### src/rtl/raifes_dm_regaccess.sv
// rtl/raifes_dm_regaccess.sv - debug-module initiator for the register file debug port
// Executes RISC-V "Access Register" abstract commands issued over DMI (data0,
// abstractcs, command). Optional macro DM_AUTOEXEC_EN adds abstractauto at 0x18.
module raifes_dm_regaccess #(
  parameter int XLEN    = 32,
  parameter int NUM_GPR = 32,
  parameter int AW      = 5
) (
  input  logic            clk,
  input  logic            nreset,
  input  logic            dmi_req_valid,
  output logic            dmi_req_ready,
  input  logic [6:0]      dmi_req_addr,
  input  logic            dmi_req_wr,
  input  logic [XLEN-1:0] dmi_req_wdata,
  output logic            dmi_resp_valid,
  input  logic            dmi_resp_ready,
  output logic [XLEN-1:0] dmi_resp_rdata,
  input  logic            hart_halted,
  output logic [AW-1:0]   dm_wara,
  output logic [XLEN-1:0] dm_wd,
  output logic            dm_wen,
  input  logic [XLEN-1:0] dm_rd
);

  localparam logic [6:0]  ADDR_DATA0 = 7'h04;
  localparam logic [6:0]  ADDR_ACS   = 7'h16;
  localparam logic [6:0]  ADDR_CMD   = 7'h17;
  localparam logic [6:0]  ADDR_AUTO  = 7'h18;
  localparam logic [15:0] GPR_BASE   = 16'h1000;
  localparam logic [15:0] GPR_LIMIT  = 16'(32'h1000 + NUM_GPR);

  typedef enum logic [1:0] {S_IDLE, S_READ, S_WRITE} state_t;

  state_t            state_q, state_d;
  logic [XLEN-1:0]   data0_q, data0_d;
  logic [2:0]        cmderr_q, cmderr_d;
  logic              resp_valid_q, resp_valid_d;
  logic [XLEN-1:0]   resp_rdata_q, resp_rdata_d;
  logic [AW-1:0]     dm_wara_q, dm_wara_d;

  logic              busy, req_fire;
  logic              wr_data0, rd_data0, wr_acs, wr_cmd, wr_auto;
  logic              auto_on;
  logic              exec_go;
  logic [XLEN-1:0]   exec_word;
  logic [15:0]       regno;
  logic              in_range, bad_fields;
  logic [2:0]        err_set;
  logic              launch, launch_wr;
  logic [XLEN-1:0]   rdata_mux;
  logic              unused_bits;

`ifdef DM_AUTOEXEC_EN
  logic              autoexec_q, autoexec_d;
  logic [XLEN-1:0]   cmd_q, cmd_d;
  logic              pend_q, pend_d;
  assign auto_on   = autoexec_q;
  // a pending re-execution runs the stored word; DMI is blocked that cycle
  assign exec_go   = wr_cmd | pend_q;
  assign exec_word = wr_cmd ? dmi_req_wdata : cmd_q;
`else
  assign auto_on   = 1'b0;
  assign exec_go   = wr_cmd;
  assign exec_word = dmi_req_wdata;
`endif

  assign busy          = (state_q != S_IDLE);
  assign dmi_req_ready = !resp_valid_q;
  assign req_fire      = dmi_req_valid & dmi_req_ready;
  assign wr_data0      = req_fire &  dmi_req_wr & (dmi_req_addr == ADDR_DATA0);
  assign rd_data0      = req_fire & !dmi_req_wr & (dmi_req_addr == ADDR_DATA0);
  assign wr_acs        = req_fire &  dmi_req_wr & (dmi_req_addr == ADDR_ACS);
  assign wr_cmd        = req_fire &  dmi_req_wr & (dmi_req_addr == ADDR_CMD);
  assign wr_auto       = req_fire &  dmi_req_wr & (dmi_req_addr == ADDR_AUTO);

  assign regno       = exec_word[15:0];
  assign in_range    = (regno >= GPR_BASE) && (regno < GPR_LIMIT);
  assign bad_fields  = (exec_word[31:24] != 8'd0) || (exec_word[22:20] != 3'd2) ||
                       exec_word[19] || exec_word[18];
  assign unused_bits = exec_word[23];

  assign dmi_resp_valid = resp_valid_q;
  assign dmi_resp_rdata = resp_rdata_q;
  assign dm_wara        = dm_wara_q;

  // command decode: error checks in priority order, otherwise launch the transfer
  always_comb begin
    err_set   = 3'd0;
    launch    = 1'b0;
    launch_wr = exec_word[16];
    if (exec_go) begin
      if (busy) begin
        if (cmderr_q == 3'd0) err_set = 3'd1;
      end else if (cmderr_q != 3'd0) begin
        err_set = 3'd0;
      end else if (bad_fields) begin
        err_set = 3'd2;
      end else if (exec_word[17] && !in_range) begin
        err_set = 3'd2;
      end else if (!hart_halted) begin
        err_set = 3'd4;
      end else if (exec_word[17]) begin
        launch = 1'b1;
      end
    end
  end

  // next-state: every access spends exactly one cycle in READ or WRITE
  always_comb begin
    state_d = state_q;
    case (state_q)
      S_IDLE:  if (launch) state_d = launch_wr ? S_WRITE : S_READ;
      S_READ:  state_d = S_IDLE;
      S_WRITE: state_d = S_IDLE;
      default: state_d = S_IDLE;
    endcase
  end

  // regfile port outputs: write strobe and data only while in WRITE
  always_comb begin
    dm_wen = 1'b0;
    dm_wd  = '0;
    if (state_q == S_WRITE) begin
      dm_wen = 1'b1;
      dm_wd  = data0_q;
    end
  end

  // DMI read mux, response capture and DM register updates
  always_comb begin
    rdata_mux = '0;
    case (dmi_req_addr)
      ADDR_DATA0: rdata_mux = data0_q;
      ADDR_ACS: begin
        rdata_mux[12]   = busy;
        rdata_mux[10:8] = cmderr_q;
        rdata_mux[3:0]  = 4'd1;
      end
`ifdef DM_AUTOEXEC_EN
      ADDR_AUTO:  rdata_mux[0] = autoexec_q;
`endif
      default:    rdata_mux = '0;
    endcase

    resp_valid_d = resp_valid_q;
    resp_rdata_d = resp_rdata_q;
    if (req_fire) begin
      resp_valid_d = 1'b1;
      resp_rdata_d = dmi_req_wr ? '0 : rdata_mux;
    end else if (resp_valid_q && dmi_resp_ready) begin
      resp_valid_d = 1'b0;
    end

    data0_d = data0_q;
    if (wr_data0 && !busy) data0_d = dmi_req_wdata;
    if (state_q == S_READ) data0_d = dm_rd;

    cmderr_d = cmderr_q;
    if (wr_acs) cmderr_d = cmderr_q & ~dmi_req_wdata[10:8];
    // data0 touched while busy (reads only matter when they would re-execute)
    if (busy && (wr_data0 || (auto_on && rd_data0)) && (cmderr_q == 3'd0))
      cmderr_d = 3'd1;
    if (err_set != 3'd0) cmderr_d = err_set;

    dm_wara_d = launch ? exec_word[AW-1:0] : dm_wara_q;

`ifdef DM_AUTOEXEC_EN
    autoexec_d = wr_auto ? dmi_req_wdata[0] : autoexec_q;
    cmd_d      = (wr_cmd && !busy) ? dmi_req_wdata : cmd_q;
    pend_d     = autoexec_q && (rd_data0 || wr_data0) && !busy;
`endif
  end

  // state registers with synchronous active-low reset
  always_ff @(posedge clk) begin
    if (!nreset) begin
      state_q      <= S_IDLE;
      data0_q      <= '0;
      cmderr_q     <= 3'd0;
      resp_valid_q <= 1'b0;
      resp_rdata_q <= '0;
      dm_wara_q    <= '0;
`ifdef DM_AUTOEXEC_EN
      autoexec_q   <= 1'b0;
      cmd_q        <= '0;
      pend_q       <= 1'b0;
`endif
    end else begin
      state_q      <= state_d;
      data0_q      <= data0_d;
      cmderr_q     <= cmderr_d;
      resp_valid_q <= resp_valid_d;
      resp_rdata_q <= resp_rdata_d;
      dm_wara_q    <= dm_wara_d;
`ifdef DM_AUTOEXEC_EN
      autoexec_q   <= autoexec_d;
      cmd_q        <= cmd_d;
      pend_q       <= pend_d;
`endif
    end
  end

endmodule

### config.mk
export PLATFORM = sky130hd
export DESIGN_NAME = raifes_dm_regaccess
export DESIGN_NICKNAME = d
export VERILOG_FILES = /design/src/rtl/raifes_dm_regaccess.sv
export SDC_FILE = /design/constraint.sdc
export NUM_CORES = 1
export LEC_CHECK = 0
export CAP_MARGIN = 20
export CORE_MARGIN = 1.5
export CORE_UTILIZATION = 44
export CTS_BUF_LIST = sky130_fd_sc_hd__clkbuf_8
export DETAILED_ROUTE_END_ITERATION = 8
export GPL_TIMING_DRIVEN = 0
export PLACE_DENSITY_LB_ADDON = 0.3
export SYNTH_ARGS = -nofsm -noshare
export SYNTH_HDL_FRONTEND = slang
export SYNTH_SLANG_ARGS = --single-unit
### constraint.sdc
create_clock -name clk -period 3.1 [get_ports clk]
set_clock_uncertainty 0.2 [all_clocks]
set_input_delay 0.465 -clock clk [delete_from_list [all_inputs] [get_ports clk]]
set_output_delay 0.465 -clock clk [all_outputs]
set_load 0.02 [all_outputs]
; ---- Word-level counts from Yosys, hierarchy flattened
; Cells that the tools add are included.
[word_totals]
ram_bits = 0
memories = 0
latchBits = 0
out_inout_bits = 72
register_bits = 75
romBits = 0
word_cells = 74
in_bits = 77
[classes]
div_mod_pow = 0
n_shift = 0
eq_ne = 6
magnitude_cmp = 2
n_mul = 0
bitwise_logic = 7
n_addsub = 0
mux = 31
reduce_logical = 22
[op_table]
columns = op, n
row1 = $mux 32, 4
row2 = $mux 3, 9
row3 = $mux 19, 1
row4 = $ge 16x13->1 const B, 1
row5 = $lt 16x13->1 const B, 1
row6 = $eq 7x5->1 const B, 2
row7 = $mux 1, 12
row8 = $reduce_bool 3->1, 3
row9 = $pmux 4 s2, 1
row10 = $reduce_bool 8->1, 1
row11 = $eq 7x3->1 const B, 1
row12 = $logic_and 1x1->1, 6
row13 = $pmux 3 s2, 1
row14 = $reduce_bool 2->1, 3
row15 = $and 1x1->1, 5
row16 = $mux 4, 1
row17 = $and 3x3->3, 1
row18 = $logic_not 1->1, 3
row19 = $logic_not 3->1, 1
row20 = $logic_or 1x1->1, 3
row21 = $ne 3x2->1 const B, 1
row22 = $not 3->3, 1
row23 = $eq 2x1->1 const B, 1
row24 = $eq 2x2->1 const B, 1
row25 = 4 further kinds, 4

; ---- Depth between registers and ports, before layout
[depth]
word_depth = 11
depth_mapped = 6

; ---- Least setup slack after synthesis
; No wires, ideal clock.
[synth_timing]
kind = input to register
start = input port dmi_req_addr[3]
end = register state_q[0]
slack_ns = 0.536
path_buffers = 1
stages = 5
t_arrival_ns = 2.287
cell_sequence = or4b_4 > buf_6 > or4_4 > or4_4 > nor3_1
[synth_via]
elab_chain_len = 3
[synth_lines]
columns = item, line_no
row1 = "start, declared", 13  ; input logic [6:0] dmi_req_addr,
row2 = $eq 7x5->1, 74  ; assign wr_cmd = req_fire & dmi_req_wr & (dmi_req_addr == ADDR_CMD);
row3 = $and 1x1->1, 74
row4 = $mux 1, 92  ; if (exec_go) begin
row5 = "end signal, assigned", 190  ; state_q <= state_d;
row6 = "end, declared", 35  ; state_t state_q, state_d;
; No other way between the ends.
; A chain may end at the register's enable or synchronous reset.

; ---- Worst setup path in the final report
[layout_timing]
start = register state_q[1]
end = output port dm_wd[0]
[layout_via]
elab_chain_len = 2
[layout_lines]
columns = item, line_no
row1 = $eq 2x2->1, 124  ; if (state_q == S_WRITE) begin
row2 = $mux 32, 124
row3 = "end, declared", 21  ; output logic [XLEN-1:0] dm_wd,
; No other way between the ends.

==> impl_metrics.csv <==
group,metric,value,unit
status,status,"finished, final reports clean",
finish,area.growth.synth_to_final,50.0,%
routing,drc_errors,0,
min_path,min_from,"dm_wara[1]",
logic_synthesis,postSynthCellCount,417,
clock_tree,clkLatencyLatePin,0.35,ns
power_and_ir_drop,pwr-share-comb,10.9,%
worst_setup_path,r2r_cells,4,
floorplan,core_region_area,7850,um^2
logic_synthesis,synth_area,3610,um^2
finish,antenna_cells,0,
placement,place.port_buffers,147,
run,maxCapViolCount,0,
worst_setup_path,r2r_slack,0.64,ns
timing,setup_viol,0,
power_and_ir_drop,intPower,1.47,mW
logic_synthesis,synth_most_common_cell,"dfxtp_1",
worst_setup_path,path_class,"flip-flop to output pin",
logic_synthesis,synth.avg_cell_area,8.66,um^2
power_and_ir_drop,seq_power_share,50.1,%
power_and_ir_drop,ir_drop,207,uV
routing,viasPerCell,5.97,
worst_setup_path,r2r-start,"cmderr_q[0]",
finish,post-route-cell-area,5420,um^2
min_path,worstHoldPathType,"flip-flop to flip-flop",
routing,routedWlPerCell,18.3,um
logic_synthesis,synth_flop_cell,"dfxtp_1",
timing,slew_headroom,39.4,%
clock_tree,cts_buffer_depth,2,
timing,hold-worst-slack,0.257,ns
logic_synthesis,synth_area_leaders,"dfxtp_1, o221ai_1, a211oi_1",
logic_synthesis,synth_seq_area_share,41.6,%
clock_tree,cts_num_sinks,75,
floorplan,row_count,32,
floorplan,die_area,8760,um^2
routing,vias,4074,
clock_tree,clk_pin_slew_worst_paths,0.07,ns
clock_tree,htreeDepth,3,
grt,antenna_found_initial,0,
worst_setup_path,arrival,2.34,ns
worst_setup_path,slowest_stage,"clkdlybuf4s50_1",
floorplan,io_pins,149,
worst_setup_path,required,2.43,ns
min_path,hold_depth,2,
grt,gr-total-overflow,0,
logic_synthesis,synth_area_leader_cell,"dfxtp_1",
clock_tree,postCtsHoldBufs,0,
logic_synthesis,synth_cell_types,39,
clock_tree,cts-root-buf,"clkbuf_8",
placement,hpwl,9120,um
routing,routed_wl,12500,um
logic_synthesis,yosysTopAreaCellShare,41.6,%
timing,rsz0062_at_grt,"no",
timing,worst_pin_slew,0.901,ns
logic_synthesis,synth_edf_count,0,
min_path,hold_end,"dm_wara[1]",
finish,drive_gt1_share,5.00,%
timing,slew_viol_final,0,
logic_synthesis,synth_fp_nets,494,
clock_tree,cts_made_buffers,9,
worst_setup_path,crit_path_end_kind,"output pin",
clock_tree,post-cts-setup-buffers,0,
timing,period_needed,3.00,ns
placement,place_congestion,0.843,
floorplan,initial_core_util,46.0,%
timing,clock.fmax,0.333,GHz
power_and_ir_drop,power.share.clock,39.0,%
grt,grt_pass1_wl,19000,um
timing,hold_viol_final,0,
power_and_ir_drop,power_density,356,nW/um^2
power_and_ir_drop,netSwitchingFraction,23.8,%
floorplan,fp.dieH,93.6,um
routing,ant_nets,0,
routing,drtIter0Drc,261,
worst_setup_path,critPathMaxFanout,10,
grt,grt_usage,28.0,%
placement,dpl_cell_area,5210,um^2
finish,nets,652,
worst_setup_path,timing.rr.end,"dm_wara[3]",
grt,grt_pass1_vias,3818,
logic_synthesis,yosysWarnings,0,
routing,drtPass1Iterations,5,
clock_tree,cts_tree,"done",
power_and_ir_drop,leakagePower,1.76,nW
grt,grt_max_degree,13,
logic_synthesis,ys_async_sr_fraction,0,%
power_and_ir_drop,p_sw,0.459,mW
worst_setup_path,max_stage_delay,0.63,ns
worst_setup_path,path_cells,"clkinv_1 -> nor2_2 -> clkbuf_2 -> and2_1 -> clkdlybuf4s50_1",
timing,finalCritPeriodShare,96.8,%
floorplan,die_x,93.6,um
worst_setup_path,startpoint_type,"flip-flop",
logic_synthesis,synthTopCellsByCount,"dfxtp_1, nor3_1, clkbuf_1, nor2_1",
logic_synthesis,synth_seq_cells,75,
==> power by group through the flow <==
stage | clock [mW] | sequential (mW) | combinational [mW]
after detailed placement | 0 | 0.989 | 0.206
after global routing | 0.798 | 0.967 | 0.224
after floorplan | 0 | 0.990 | 0.0702
after CTS | 0.752 | 0.966 | 0.208
after global placement | 0 | 0.989 | 0.205
final | 0.753 | 0.966 | 0.211
==> worst max-delay path: cells and delay by family, from the launching register on <==
kind	cells	cell delay, ns
buf+inv	3	1.17
simple gates	2	0.44
flops	1	0.38
==> logic make-up after synthesis <==
| logic type | share of synthesized area (%) |
|---|---|
| simple gates | 28.1 |
| flops | 41.6 |
| buf+inv | 4.78 |
| mux | 1.39 |
| compound gates | 24.2 |
==> per-stage QoR <==
stage	utilization, %	setup TNS (ns)	worst slack, ns	std cells	power (mW)
2_1_floorplan	-	0	0.536	417	1.06
3_3_place_gp	66.4	-5.18	-0.255	666	1.19
5_1_grt	69.0	0	0.0257	682	1.99
3_5_place_dp	66.4	-9.55	-0.361	666	1.20
6_report	69.0	0	0.0979	682	1.93
4_1_cts	69.0	0	0.0314	682	1.93
==> registers in the layout, indices dropped and copies added, names as in the netlist <==
signal and cells:
dmi_resp_rdata 32, cmderr_q 3, dmi_resp_valid 1, state_q 2, dm_wara 5, data0_q 32
==> repair_timing <==
| action | 4_1_cts | 5_1_grt |
|---|---|---|
| cloned | 0 | 0 |
| setup endpoints to repair | 30 | 26 |
| gates resized for setup | 4 | 3 |
| endpoints found under the hold margin | 0 | 0 |
==> area by class of cell <==
class                           instances  area, um^2
Clock buffer                           10         138
Sequential cell                        75        1500
Multi-Input combinational cell        298        1950
Fill cell                             647        2430
Inverter                                4        15.0
Timing Repair Buffer                  147        1470
Clock inverter                          6        56.3
Buffer                                 40         163
Tap cell                              102         128
==> cell usage in the layout (no fill, tap or decap), types with 20 or more instances in the layout <==
master,synthesis,final
nand2_1,20,20
nor2_1,35,34
and2_1,32,32
clkdlybuf4s50_1,0,147
a22oi_1,31,31
a211oi_1,31,31
dfxtp_1,75,75
nor3_1,40,40
o221ai_1,32,32
clkbuf_1,39,35
nor2b_1,28,28
==> metal layers <==
layer  share of wire (%)  vias to the layer above  track usage, %
met5                   0                        -               0
met4                 3.2                        0            12.1
met3                 7.4                       39            5.04
met2                  48                      202            45.8
met1                  41                     1950            36.0
li1                    -                     1883               -
==> worst max-delay path by stage <==
stage	slack [ns]	to	startpoint
final	0.1	dm_wd[0]	state_q[1]
after detailed placement	-0.36	dmi_resp_rdata[12]	dmi_req_addr[3]
after floorplan	0.54	state_q[0]	dmi_req_addr[3]
after CTS	0.03	dm_wd[0]	state_q[1]
after global placement	-0.26	dmi_resp_rdata[12]	dmi_req_addr[3]
after global routing	0.03	dm_wd[0]	state_q[1]
Power figures use the tool's default switching activity.
